## config.mk

```make
export PLATFORM = sky130hd
export DESIGN_NAME = multi_timer
export DESIGN_NICKNAME = d
export VERILOG_FILES = /design/src/rtl/multi_timer.sv
export SDC_FILE = /design/constraint.sdc
export NUM_CORES = 1
export LEC_CHECK = 0
export ABC_AREA = 1
export CAP_MARGIN = 0
export CELL_PAD_IN_SITES_DETAIL_PLACEMENT = 1
export CELL_PAD_IN_SITES_GLOBAL_PLACEMENT = 1
export CORE_MARGIN = 3
export CORE_UTILIZATION = 40
export DETAILED_ROUTE_END_ITERATION = 8
export PLACE_DENSITY = 0.75
export SLEW_MARGIN = 20
export SYNTH_ARGS = -nofsm -noshare
export SYNTH_HDL_FRONTEND = slang
export SYNTH_SLANG_ARGS = --single-unit
export TNS_END_PERCENT = 100
```

## constraint.sdc

```tcl
create_clock -name i_clk -period 2.4 [get_ports i_clk]
set_clock_uncertainty 0.2 [all_clocks]
set_input_delay 0.48 -clock i_clk [delete_from_list [all_inputs] [get_ports i_clk]]
set_output_delay 0.48 -clock i_clk [all_outputs]
set_load 0.01 [all_outputs]
```

## src/rtl/multi_timer.sv

```systemverilog
// Multi-channel bus timer: per-channel prescaler, up-counter, compare/match flag,
// auto-reload and IRQ enable. Define TIMER_CAPTURE_EN to build the input-capture logic.
module multi_timer #(
    parameter logic [15:0] BASE_ADDR = 16'h8200,
    parameter int          NUM_CH    = 4,
    parameter int          CNT_WIDTH = 32
) (
    input  logic              i_clk,
    input  logic              i_rst_n,
    input  logic [15:0]       read_addr,
    output logic [15:0]       read_data,
    input  logic [15:0]       write_addr,
    input  logic [15:0]       write_data,
    input  logic              write_strobe,
    input  logic [NUM_CH-1:0] i_capture,
    output logic              o_irq
);
    localparam logic [15:0] PEND_OFF = 16'(NUM_CH * 8);
    localparam bit          WIDE     = (CNT_WIDTH == 32);

    logic [15:0]       rd_rel;
    logic [15:0]       wr_rel;
    logic              wr_any;
    logic [15:0]       reg_x [NUM_CH][8];
    logic [NUM_CH-1:0] flag_v;
    logic [NUM_CH-1:0] cap_flag_v;
    logic [NUM_CH-1:0] irq_en_v;
    logic [15:0]       rd_next;

    // Offsets relative to the block; anything at or above PEND_OFF is not a channel word.
    assign rd_rel = read_addr - BASE_ADDR;
    assign wr_rel = write_addr - BASE_ADDR;
    assign wr_any = write_strobe && (wr_rel < PEND_OFF);

    for (genvar c = 0; c < NUM_CH; c++) begin : g_ch
        logic                 en;
        logic                 auto_reload;
        logic                 irq_en;
        logic                 flag;
        logic                 cap_flag;
        logic [CNT_WIDTH-1:0] count;
        logic [CNT_WIDTH-1:0] cmp;
        logic [CNT_WIDTH-1:0] cap;
        logic [15:0]          prescale;
        logic [15:0]          div;
        logic [15:0]          cnt_shadow;
        logic [15:0]          cap_shadow;
        logic [15:0]          cnt_hold;
        logic [15:0]          cmp_hold;
        logic [31:0]          cnt_ext;
        logic [31:0]          cmp_ext;
        logic [31:0]          cap_ext;
        logic                 sel;
        logic                 wr_ctrl;
        logic                 wr_stat;
        logic                 wr_clo;
        logic                 wr_chi;
        logic                 wr_mlo;
        logic                 wr_mhi;
        logic                 wr_pre;
        logic                 rd_sel;
        logic                 rd_clo;
        logic                 rd_caplo;
        logic                 tick;
        logic                 match;
        logic                 unused_cap_shadow;

        assign sel     = wr_any && (wr_rel[5:3] == 3'(c));
        assign wr_ctrl = sel && (wr_rel[2:0] == 3'd0);
        assign wr_stat = sel && (wr_rel[2:0] == 3'd1);
        assign wr_clo  = sel && (wr_rel[2:0] == 3'd2);
        assign wr_chi  = WIDE && sel && (wr_rel[2:0] == 3'd3);
        assign wr_mlo  = sel && (wr_rel[2:0] == 3'd4);
        assign wr_mhi  = WIDE && sel && (wr_rel[2:0] == 3'd5);
        assign wr_pre  = sel && (wr_rel[2:0] == 3'd6);

        assign rd_sel   = (rd_rel < PEND_OFF) && (rd_rel[5:3] == 3'(c));
        assign rd_clo   = rd_sel && (rd_rel[2:0] == 3'd2);
        assign rd_caplo = rd_sel && (rd_rel[2:0] == 3'd7);

        // >= rather than == so a PRESCALE lowered below the running divider still ticks.
        assign tick  = en && (div >= prescale);
        assign match = (count == cmp);

        assign cnt_ext = 32'(count);
        assign cmp_ext = 32'(cmp);
        assign cap_ext = 32'(cap);

        always_ff @(posedge i_clk or negedge i_rst_n) begin
            if (!i_rst_n) begin
                en          <= 1'b0;
                auto_reload <= 1'b0;
                irq_en      <= 1'b0;
                flag        <= 1'b0;
                count       <= '0;
                cmp         <= '0;
                prescale    <= '0;
                div         <= '0;
                cnt_shadow  <= '0;
                cap_shadow  <= '0;
                cnt_hold    <= '0;
                cmp_hold    <= '0;
            end else begin
                if (wr_ctrl) begin
                    en          <= write_data[0];
                    auto_reload <= write_data[1];
                    irq_en      <= write_data[2];
                end

                if (wr_ctrl && !write_data[0]) begin
                    div <= '0;
                end else if (tick) begin
                    div <= '0;
                end else if (en) begin
                    div <= div + 16'd1;
                end

                // A bus commit wins over the tick's increment or reload.
                if (wr_clo) begin
                    count <= CNT_WIDTH'({cnt_hold, write_data});
                end else if (tick) begin
                    count <= (match && auto_reload) ? '0 : count + CNT_WIDTH'(1);
                end

                flag <= (flag && !(wr_stat && write_data[0])) || (tick && match);

                if (wr_mlo) cmp      <= CNT_WIDTH'({cmp_hold, write_data});
                if (wr_chi) cnt_hold <= write_data;
                if (wr_mhi) cmp_hold <= write_data;
                if (wr_pre) prescale <= write_data;

                if (rd_clo)   cnt_shadow <= cnt_ext[31:16];
                if (rd_caplo) cap_shadow <= cap_ext[31:16];
            end
        end

        // The captured high half is latched on CAP_LO reads but has no bus word of its own.
        assign unused_cap_shadow = ^cap_shadow;

`ifdef TIMER_CAPTURE_EN
        logic [2:0] cap_sync;
        logic       cap_edge;

        assign cap_edge = cap_sync[1] && !cap_sync[2];

        always_ff @(posedge i_clk or negedge i_rst_n) begin
            if (!i_rst_n) begin
                cap_sync <= '0;
                cap      <= '0;
                cap_flag <= 1'b0;
            end else begin
                cap_sync <= {cap_sync[1:0], i_capture[c]};
                // count is the pre-commit value here, so a same-cycle bus write is not seen.
                if (cap_edge) cap <= count;
                cap_flag <= (cap_flag && !(wr_stat && write_data[1])) || cap_edge;
            end
        end
`else
        logic unused_capture;

        assign cap            = '0;
        assign cap_flag       = 1'b0;
        assign unused_capture = i_capture[c];
`endif

        assign reg_x[c][0] = {13'd0, irq_en, auto_reload, en};
        assign reg_x[c][1] = {14'd0, cap_flag, flag};
        assign reg_x[c][2] = cnt_ext[15:0];
        assign reg_x[c][3] = WIDE ? cnt_shadow : 16'd0;
        assign reg_x[c][4] = cmp_ext[15:0];
        assign reg_x[c][5] = WIDE ? cmp_ext[31:16] : 16'd0;
        assign reg_x[c][6] = prescale;
        assign reg_x[c][7] = cap_ext[15:0];

        assign flag_v[c]     = flag;
        assign cap_flag_v[c] = cap_flag;
        assign irq_en_v[c]   = irq_en;
    end

    always_comb begin
        rd_next = 16'd0;
        if (rd_rel == PEND_OFF) begin
            rd_next = 16'(flag_v);
        end else if (rd_rel < PEND_OFF) begin
            for (int c = 0; c < NUM_CH; c++) begin
                if (rd_rel[5:3] == 3'(c)) rd_next = reg_x[c][rd_rel[2:0]];
            end
        end
    end

    always_ff @(posedge i_clk or negedge i_rst_n) begin
        if (!i_rst_n) begin
            read_data <= 16'd0;
            o_irq     <= 1'b0;
        end else begin
            read_data <= rd_next;
            o_irq     <= |((flag_v | cap_flag_v) & irq_en_v);
        end
    end

endmodule

```

* Word level (Yosys, flattened, before mapping)
Index checks and enable logic that the tools add are counted.
Cells by class: bitwise logic cells 2, equality and inequality tests 18, reduce and logical (&&, ||, !) cells 86, $lt $le $gt $ge 7, add/subtract/negate cells 10, muxes and demuxes 42
Operators with widths (number):
- 2-to-1 mux 16 bit | 26
- 2-to-1 mux 32 bit | 12
- binary-select mux 16 bit (select 3 bit) | 4
- adder 32 x 1 -> 32 bit (second input constant) | 4
- == test 32 bit | 4
- logical AND 1 bit | 65
- adder 16 x 1 -> 16 bit (second input constant) | 4
- greater-or-equal comparator 16 bit | 4
- < comparator 16 x 6 -> 1 bit (second input constant) | 2
- subtractor 16 bit (second input constant) | 2
- == test 3 x 2 -> 1 bit (second input constant) | 7
- == test 16 x 6 -> 1 bit (second input constant) | 1
- nonzero test 3 bit | 4
- == test 3 x 1 -> 1 bit (second input constant) | 3
- == test 3 bit (second input constant) | 3
- zero test 3 bit | 3
- nonzero test 2 bit | 4
- zero test 1 bit | 5
- bitwise AND 4 bit | 1
- greater-or-equal comparator 4 bit (second input constant) | 1
- logical OR 1 bit | 4
- inverter 3 -> 4 bit | 1
- OR reduction 4 bit | 1
Word-level totals: bits of input ports 55, register bits after elaboration 609, output and inout bits 17, logic and storage cells 211

* Depth between registers and ports, before layout
Gate-level depths: netlist (run 1).
word-level depth 11, depth in mapped cells 18, mapped depth without buffers 16

* Least setup slack after synthesis (run 1)
No wires, ideal clock.
path kind input -> register, from input port write_addr[9], to register g_ch[2].count[13], library setup time 0.116 ns, required time 2.084 ns, data arrival time 2.116 ns, path buffers 1, slack -0.032 ns, stages 15, cells stage by stage inv_1 > ha_1 > inv_2 > nand2_1 > and2_1 > nand2_2 > nor2_8 > nand2_4 > nor2_8 > inv_2 > nand2_4 > nor2_1 > buf_2 > nand2_1 > nand2_1
On the way: word-level cells in the longest chain between the ends 6, elaborated cells on any way between the ends 7, classes of those cells add/sub: 1; order compare: 1; mux: 1; reduce/logical: 4
RTL lines:
- from (decl) | RTL line 12 | input logic [15:0] write_addr,
- subtractor 16 bit (*) | RTL line 32 | assign wr_rel = write_addr - BASE_ADDR;
- < comparator 16 x 6 -> 1 bit (*) | RTL line 33 | assign wr_any = write_strobe && (wr_rel < PEND_OFF);
- logical AND 1 bit (*) | RTL line 33
- logical AND 1 bit (*) | RTL line 68 | assign sel = wr_any && (wr_rel[5:3] == 3'(c));
- logical AND 1 bit (*) | RTL line 71 | assign wr_clo = sel && (wr_rel[2:0] == 3'd2);
- 2-to-1 mux 32 bit or nonzero test 2 bit (tied branches)
- to (signal assigned) | RTL line 120 | count <= CNT_WIDTH'({cnt_hold, write_data});
- to (signal assigned) | RTL line 122 | count <= (match && auto_reload) ? '0 : count + CNT_WIDTH'(1);
- to (decl) | RTL line 41 | logic [CNT_WIDTH-1:0] count;
Every way passes the cells marked *; elsewhere a longest branch is shown, timed or not. A chain may end at the register's enable or synchronous reset.

* Worst setup path in the final report (run 1)
from register o_irq, to output port o_irq
RTL lines:
- from (decl) | RTL line 16 | output logic o_irq
- from (signal assigned) | RTL line 197 | o_irq <= |((flag_v | cap_flag_v) & irq_en_v);
No word-level cell between the ends.

==> results.py, run 1 <==
metrics = {
    "grt": {
        "grt_pass1_vias": 38580,
        "grt_max_degree": 75,
        "grt_remaining_overflow": 0,
        "grt_pass1_wl_um": 240700,
        "gr-usage-all-layers_pct": 33.91,
        "antenna_found_initial": 11,
    },
    "timing": {
        "final_max_slew_viol_count": 0,
        "final.min_clock_period_ns": 2.372,
        "fmax_mhz": 421.6,
        "hold_violations": 0,
        "hold-worst-slack_ns": 0.1568,
        "slew_headroom_pct": 58.01,
        "setup_viol": 0,
        "final.setup.tns_ns": 0,
        "rsz0062_at_grt": "true",
        "min_period_over_period_pct": 98.84,
        "tightest_slew_ns": 0.6233,
    },
    "die": {
        "dieHeight_um": 306.4,
        "rows": 109,
        "core_area_um2": 88920,
        "dieArea_um2": 93890,
        "io_pins": 72,
        "start_util_pct": 40.60,
        "die_w_um": 306.4,
    },
    "final_layout": {
        "syn2layout_area_growth_pct": 27.94,
        "stdcell_area_um2": 46190,
        "stdcell_count": 6742,
        "fin_nets": 5643,
        "drive_gt1_share_pct": 16.68,
    },
    "critical_path": {
        "path_cells": "clkdlybuf4s50_1",
        "rr_startpoint": "g_ch[2].cnt_ext[25]$_DFFE_PN0P_",
        "r2r-end": "g_ch[2].cnt_ext[15]$_DFFE_PN0P_",
        "required_ns": 1.72,
        "cp-start-kind": "flip-flop",
        "cp_max_fo": 1,
        "crit_buf_inv": 1,
        "crit_path_max_incr_delay_ns": 0.59,
        "path_class": "reg -> out",
        "r2r_cells": 13,
        "cp-endpoint": "o_irq",
        "regToRegSetupSlack_ns": 0.05,
        "crit_start": "o_irq$_DFF_PN0_",
        "cp.arrival_ns": 1.69,
        "cp-end-kind": "output pin",
        "critical_path.top_delay_family": "buffers and inverters",
        "crit_cells": 1,
        "crit_slowest_cell": "clkdlybuf4s50_1",
    },
    "clocking": {
        "clk_path_buf_depth": 3,
        "clock-sinks": 609,
        "htree_levels": 3,
        "clk_pin_slew_ns": 0.06,
        "root_buffer": "clkbuf_16",
        "tritoncts": "yes",
        "cts_buffers": 76,
        "clkLatencyLatePin_ns": 0.67,
    },
    "min_path": {
        "hold_class": "in -> async",
    },
    "logic_synthesis": {
        "synth.most_common_cell": "nand2_1",
        "yosysWarnings": 0,
        "yosysUniqueCellTypes": 47,
        "avgSynthCellArea_um2": 7.196,
        "netlist_top_cells_area": "dfrtp_1 (42%), nand2_1 (17%), o21ai_0 (7.1%), inv_1 (6.1%), nor2_1 (4.1%)",
        "synth_top_cell_by_area": "dfrtp_1",
        "synthArstFlopShare_pct": 100.0,
        "netlist_instances": 5017,
        "syn_area_um2": 36100,
        "synth-main-ff-cell": "dfrtp_1",
        "synth.top_cell.area_share_pct": 42.21,
        "synth_edf_count": 0,
        "synth_top_cells_by_count": "nand2_1 (1612), dfrtp_1 (609), inv_1 (588)",
        "synth_nets": 5146,
        "ys_ff_latch": 609,
        "yosysSeqAreaShare_pct": 42.21,
    },
    "drt": {
        "wire_per_inst_um": 24.17,
        "viasPerCell": 5.551,
        "drt_first_pass_iters": 6,
        "antenna_left": 0,
        "totalWireLength_um": 163000,
        "via_count": 37430,
        "drt_iter0_drc": 3256,
        "drc_errors": 0,
    },
    "placement": {
        "placedCellCount": 6573,
        "numPortBuffers": 67,
        "place_congestion": 0.9678,
        "post_dp_cell_area_um2": 42470,
        "post-dp-hpwl_um": 118700,
    },
    "power": {
        "p_per_area_nw_per_um2": 549.0,
        "power.leakage_uw": 0.02251,
        "vdd_ir_drop_max_mv": 0.5217,
    },
    "flow_run": {
        "maxCapViolations": 0,
    },
    "outcome": {
        "status": "complete, no violations",
    },
}
-- layer usage --
| layer | global-route usage (%) | routed length [µm] |
|---|---|---|
| met3 | 5.747 | 11620 |
| met2 | 53.95 | 73690 |
| met5 | 0 | 0 |
| met1 | 44.87 | 68420 |
| met4 | 16.74 | 9252 |
-- where the power goes --
group	total (µW)	switching (µW)	internal, µW
clock	12500	4920	7570
combinational	2300	1550	747
sequential	10600	204	10400
-- worst min-delay path by stage --
stage	endpoint	slack [ns]
5_1_grt	g_ch[0].cnt_ext[7]$_DFFE_PN0P_	0.17
3_3_place_gp	g_ch[0].cnt_ext[3]$_DFFE_PN0P_	0.23
6_report	g_ch[0].cnt_ext[7]$_DFFE_PN0P_	0.16
4_1_cts	g_ch[0].cnt_ext[3]$_DFFE_PN0P_	0.14
2_1_floorplan	g_ch[0].auto_reload$_DFFE_PN0P_	-0.02
3_5_place_dp	g_ch[0].cnt_ext[3]$_DFFE_PN0P_	0.23
-- layout make-up --
| class | instances | area (µm²) |
|---|---|---|
| Sequential cell | 609 | 15250 |
| Tap cell | 1165 | 1458 |
| Timing Repair Buffer | 645 | 6341 |
| Antenna cell | 3 | 7.507 |
| Clock inverter | 21 | 310.3 |
| Fill cell | 11080 | 42730 |
| Inverter | 607 | 2291 |
| Clock buffer | 117 | 2380 |
| Multi-Input combinational cell | 3575 | 18150 |
-- flip-flops by register name, indices dropped and copies added (netlist names), 16 cells and up --
name / count
g_ch.prescale: 64
g_ch.cnt_shadow: 64
g_ch.div: 64
g_ch.cmp_hold: 64
g_ch.cnt_ext: 128
g_ch.cnt_hold: 64
g_ch.cmp: 128
read_data: 16
-- cells by family (layout without fill, tap and decap cells) --
logic type	Yosys count	count (layout)	synth area share, %
buffers and inverters	833	1390	9.022
muxes	65	65	2.028
AOI/OAI and AO/OA	740	740	10.82
adders and majority gates	74	74	2.565
other	0	3	0
xor gates and xnor gates	190	190	4.610
DFF	609	609	42.21
and+or+nand+nor	2506	2506	28.75
-- repair_timing --
action,CTS,global route
gates resized for setup,33,127
setup buffers,2,16
pin swaps,8,31
hold endpoints to repair,209,0
setup endpoints to repair,120,300
hold buffers,1,0
cloned,0,9
-- placed cells by master (no fill, tap or decap), types with 11 or more instances in the layout --
| cell type | netlist | routed |
|---|---|---|
| nand2_1 | 1612 | 1592 |
| dfrtp_1 | 609 | 602 |
| inv_1 | 588 | 566 |
| o21ai_0 | 510 | 507 |
| buf_4 | 9 | 470 |
| nor2_1 | 390 | 382 |
| nand3_1 | 251 | 228 |
| a21oi_1 | 128 | 118 |
| xor2_1 | 114 | 114 |
| nor3_1 | 115 | 104 |
| buf_12 | 0 | 92 |
| clkbuf_16 | 0 | 87 |
| nand4_1 | 84 | 84 |
| xnor2_1 | 76 | 76 |
| clkdlybuf4s50_1 | 0 | 60 |
| mux2_2 | 57 | 57 |
| ha_1 | 74 | 57 |
| inv_2 | 17 | 34 |
| o21ai_1 | 25 | 28 |
| clkbuf_8 | 0 | 26 |
| nand2_2 | 12 | 25 |
| nand3_2 | 0 | 22 |
| o211ai_1 | 19 | 19 |
| o221ai_1 | 19 | 19 |
| ha_4 | 0 | 16 |
| nor3_2 | 4 | 15 |
| clkbuf_1 | 159 | 12 |
| a31oi_1 | 11 | 11 |
-- stage by stage --
step	utilization, %	power [µW]	worst slack, ns
6_report	51.94	25350	0.02791
5_1_grt	51.93	26050	-0.08403
4_1_cts	50.95	25430	0.005292
3_5_place_dp	47.76	12950	-0.6704
3_3_place_gp	47.76	12930	-0.5374
2_1_floorplan	-	11480	0.01401
Note: power is estimated with default switching activity, not from simulation.
==> run 2: changes to the inputs <==
- PLACE_DENSITY: 0.75 -> default
- PLACE_DENSITY_LB_ADDON: default -> 0.1
- SKIP_CTS_REPAIR_TIMING: default -> 1
==> run 2 against run 1 <==
- worst setup slack improved by 0.012 ns
- non-clock buffer count down 3
- hold slack better by 0.054 ns
- sequential cell count stayed put
- utilization is 0.17 points lower
- fmax increased by 0.50%
- largest cell class unchanged
- highest routed layer is now met5
==> results.py, run 2 (synthesis results as in run 1) <==
metrics = {
    "grt": {
        "gr-usage-all-layers_pct": 33.41,
        "antenna_found_initial": 12,
        "grt_pass1_vias": 37320,
        "grt_max_degree": 60,
        "grt_remaining_overflow": 0,
        "grt_pass1_wl_um": 236500,
    },
    "timing": {
        "hold_violations": 0,
        "tightest_slew_ns": 0.6424,
        "final_max_slew_viol_count": 0,
        "setup_viol": 0,
        "rsz0062_at_grt": "true",
        "fmax_mhz": 423.7,
        "setup_slack_ns": 0.03959,
        "min_period_over_period_pct": 98.35,
        "final.min_clock_period_ns": 2.360,
        "slew_headroom_pct": 56.72,
    },
    "die": {
        "io_pins": 72,
        "dieHeight_um": 306.4,
        "core_area_um2": 88920,
        "dieArea_um2": 93890,
        "start_util_pct": 40.60,
        "die_w_um": 306.4,
        "rows": 109,
    },
    "critical_path": {
        "crit_path_max_incr_delay_ns": 0.37,
        "r2r_cells": 11,
        "cp-end-kind": "flip-flop",
        "rr_startpoint": "g_ch[0].prescale[9]$_DFFE_PN0P_",
        "path_cells": "inv_2 -> ha_1 -> a21oi_1 -> o21ai_1 -> a21oi_1 -> nand3_2 -> nand2_4 -> clkinvlp_4 -> clkbuf_16 -> nand4_1 -> nand2_1",
        "path_common_cell": "a21oi_1",
        "cp-start-kind": "flip-flop",
        "cp_max_fo": 7,
        "cp.arrival_ns": 2.69,
        "crit_start": "g_ch[0].prescale[9]$_DFFE_PN0P_",
        "path_class": "reg -> reg",
        "regToRegSetupSlack_ns": 0.04,
        "crit_slowest_cell": "dfrtp_1",
        "required_ns": 2.73,
    },
    "final_layout": {
        "stdcell_count": 6734,
        "post-route-util_pct": 51.78,
        "n_fill_cell": 11070,
        "stdcell_area_um2": 46040,
        "drive_gt1_share_pct": 16.65,
        "final_cell_mix": "nand2_1 (1585), dfrtp_1 (606), inv_1 (568)",
        "syn2layout_area_growth_pct": 27.53,
        "seq_area_um2": 15240,
        "fin_nets": 5639,
        "multiInputGateArea_um2": 18190,
        "final_common_cell": "nand2_1",
    },
    "clocking": {
        "cts_buffers": 75,
        "clock-sinks": 609,
        "tritoncts": "yes",
        "htree_levels": 3,
        "clkLatencyLatePin_ns": 0.67,
        "clk_path_buf_depth": 3,
        "clk_pin_slew_ns": 0.06,
        "root_buffer": "clkbuf_16",
    },
    "drt": {
        "antenna_left": 0,
        "drt_first_pass_iters": 6,
        "drc_errors": 0,
        "wire_per_inst_um": 23.88,
        "totalWireLength_um": 160800,
        "viasPerCell": 5.465,
        "via_count": 36800,
        "drt_iter0_drc": 2983,
    },
    "power": {
        "p_per_area_nw_per_um2": 535.5,
        "power.leakage_uw": 0.02244,
        "vdd_ir_drop_max_mv": 0.5205,
        "p_total_uw": 24650,
    },
    "min_path": {
        "hold_class": "in -> async",
    },
    "placement": {
        "placedCellCount": 6571,
        "place_congestion": 0.9522,
        "numPortBuffers": 67,
        "post_dp_cell_area_um2": 42460,
        "pre_cts_ws_ns": -0.6034,
        "post-dp-hpwl_um": 117100,
    },
    "outcome": {
        "status": "complete, no violations",
    },
    "flow_run": {
        "maxCapViolations": 0,
    },
}
==> run 2: cell types whose count changed in the layout (fill, tap and decap cells not counted), moves of 4 or more <==
cell        previous run  this run
nand3_1              228       222
nand3_2               22        28
clkbuf_8              26        16
dfrtp_2                7         3
nand2_2               25        32
dfrtp_1              602       606
clkinvlp_4             0         4
nand2_1             1592      1585
==> run 2: where the power goes <==
part	switching, µW	internal [µW]
clock	4880	6940
combinational	1500	750
sequential	218	10400
total	6610	18000
==> run 2: per-layer routing <==
| metal | GRT usage [%] | vias to the layer above | share of wire [%] |
|---|---|---|---|
| met5 | 0 | - | 0.017 |
| met4 | 14.15 | 4 | 4.6 |
| met3 | 5.333 | 307 | 6.7 |
| met2 | 54.00 | 1220 | 46 |
| met1 | 44.62 | 18290 | 42 |
| li1 | - | 16980 | - |
==> run 2: worst max-delay path: cells and delay by family (launching register included) <==
family	cells	cell delay, ns
simple gates	4	0.41
flops	1	0.37
fa+ha+maj	1	0.32
buf+inv	3	0.51
compound gates	3	0.41
==> run 2: area by class of cell <==
cell class / instances / area share, %
flip-flops and latches: 609 / 33.11
well taps: 1165 / 3.166
inverters: 607 / 4.971
multi-input cells: 3575 / 39.50
diodes: 2 / 0.01087
clock buffers: 108 / 4.786
repair buffers: 642 / 13.78
clock inverters: 26 / 0.6713
==> run 2: per-stage QoR <==
stage               hold WS (ns)  setup TNS, ns
CTS                      -0.4057         -9.417
global placement          0.2591        -270.01
floorplan               -0.01559              0
global route              0.2155        -0.7952
finish                    0.2111              0
detailed placement        0.2690        -298.89
==> run 2: path summary, 6_finish.rpt <==
kind,to
worst max-delay path,g_ch[0].cnt_ext[18]$_DFFE_PN0P_
worst min-delay path,g_ch[0].cnt_hold[3]$_DFFE_PN0P_
worst max register to register,g_ch[0].cnt_ext[18]$_DFFE_PN0P_
worst min register to register,g_ch[2].cmp_hold[13]$_DFFE_PN0P_
max in group asynchronous,g_ch[1].prescale[7]$_DFFE_PN0P_
min in group i_clk,g_ch[2].cmp_hold[13]$_DFFE_PN0P_
==> run 3: changes to the inputs <==
- TNS_END_PERCENT: 100 -> default
==> results of run 3 <==
No change in the layout: final DEF, timing and power equal those of run 2.
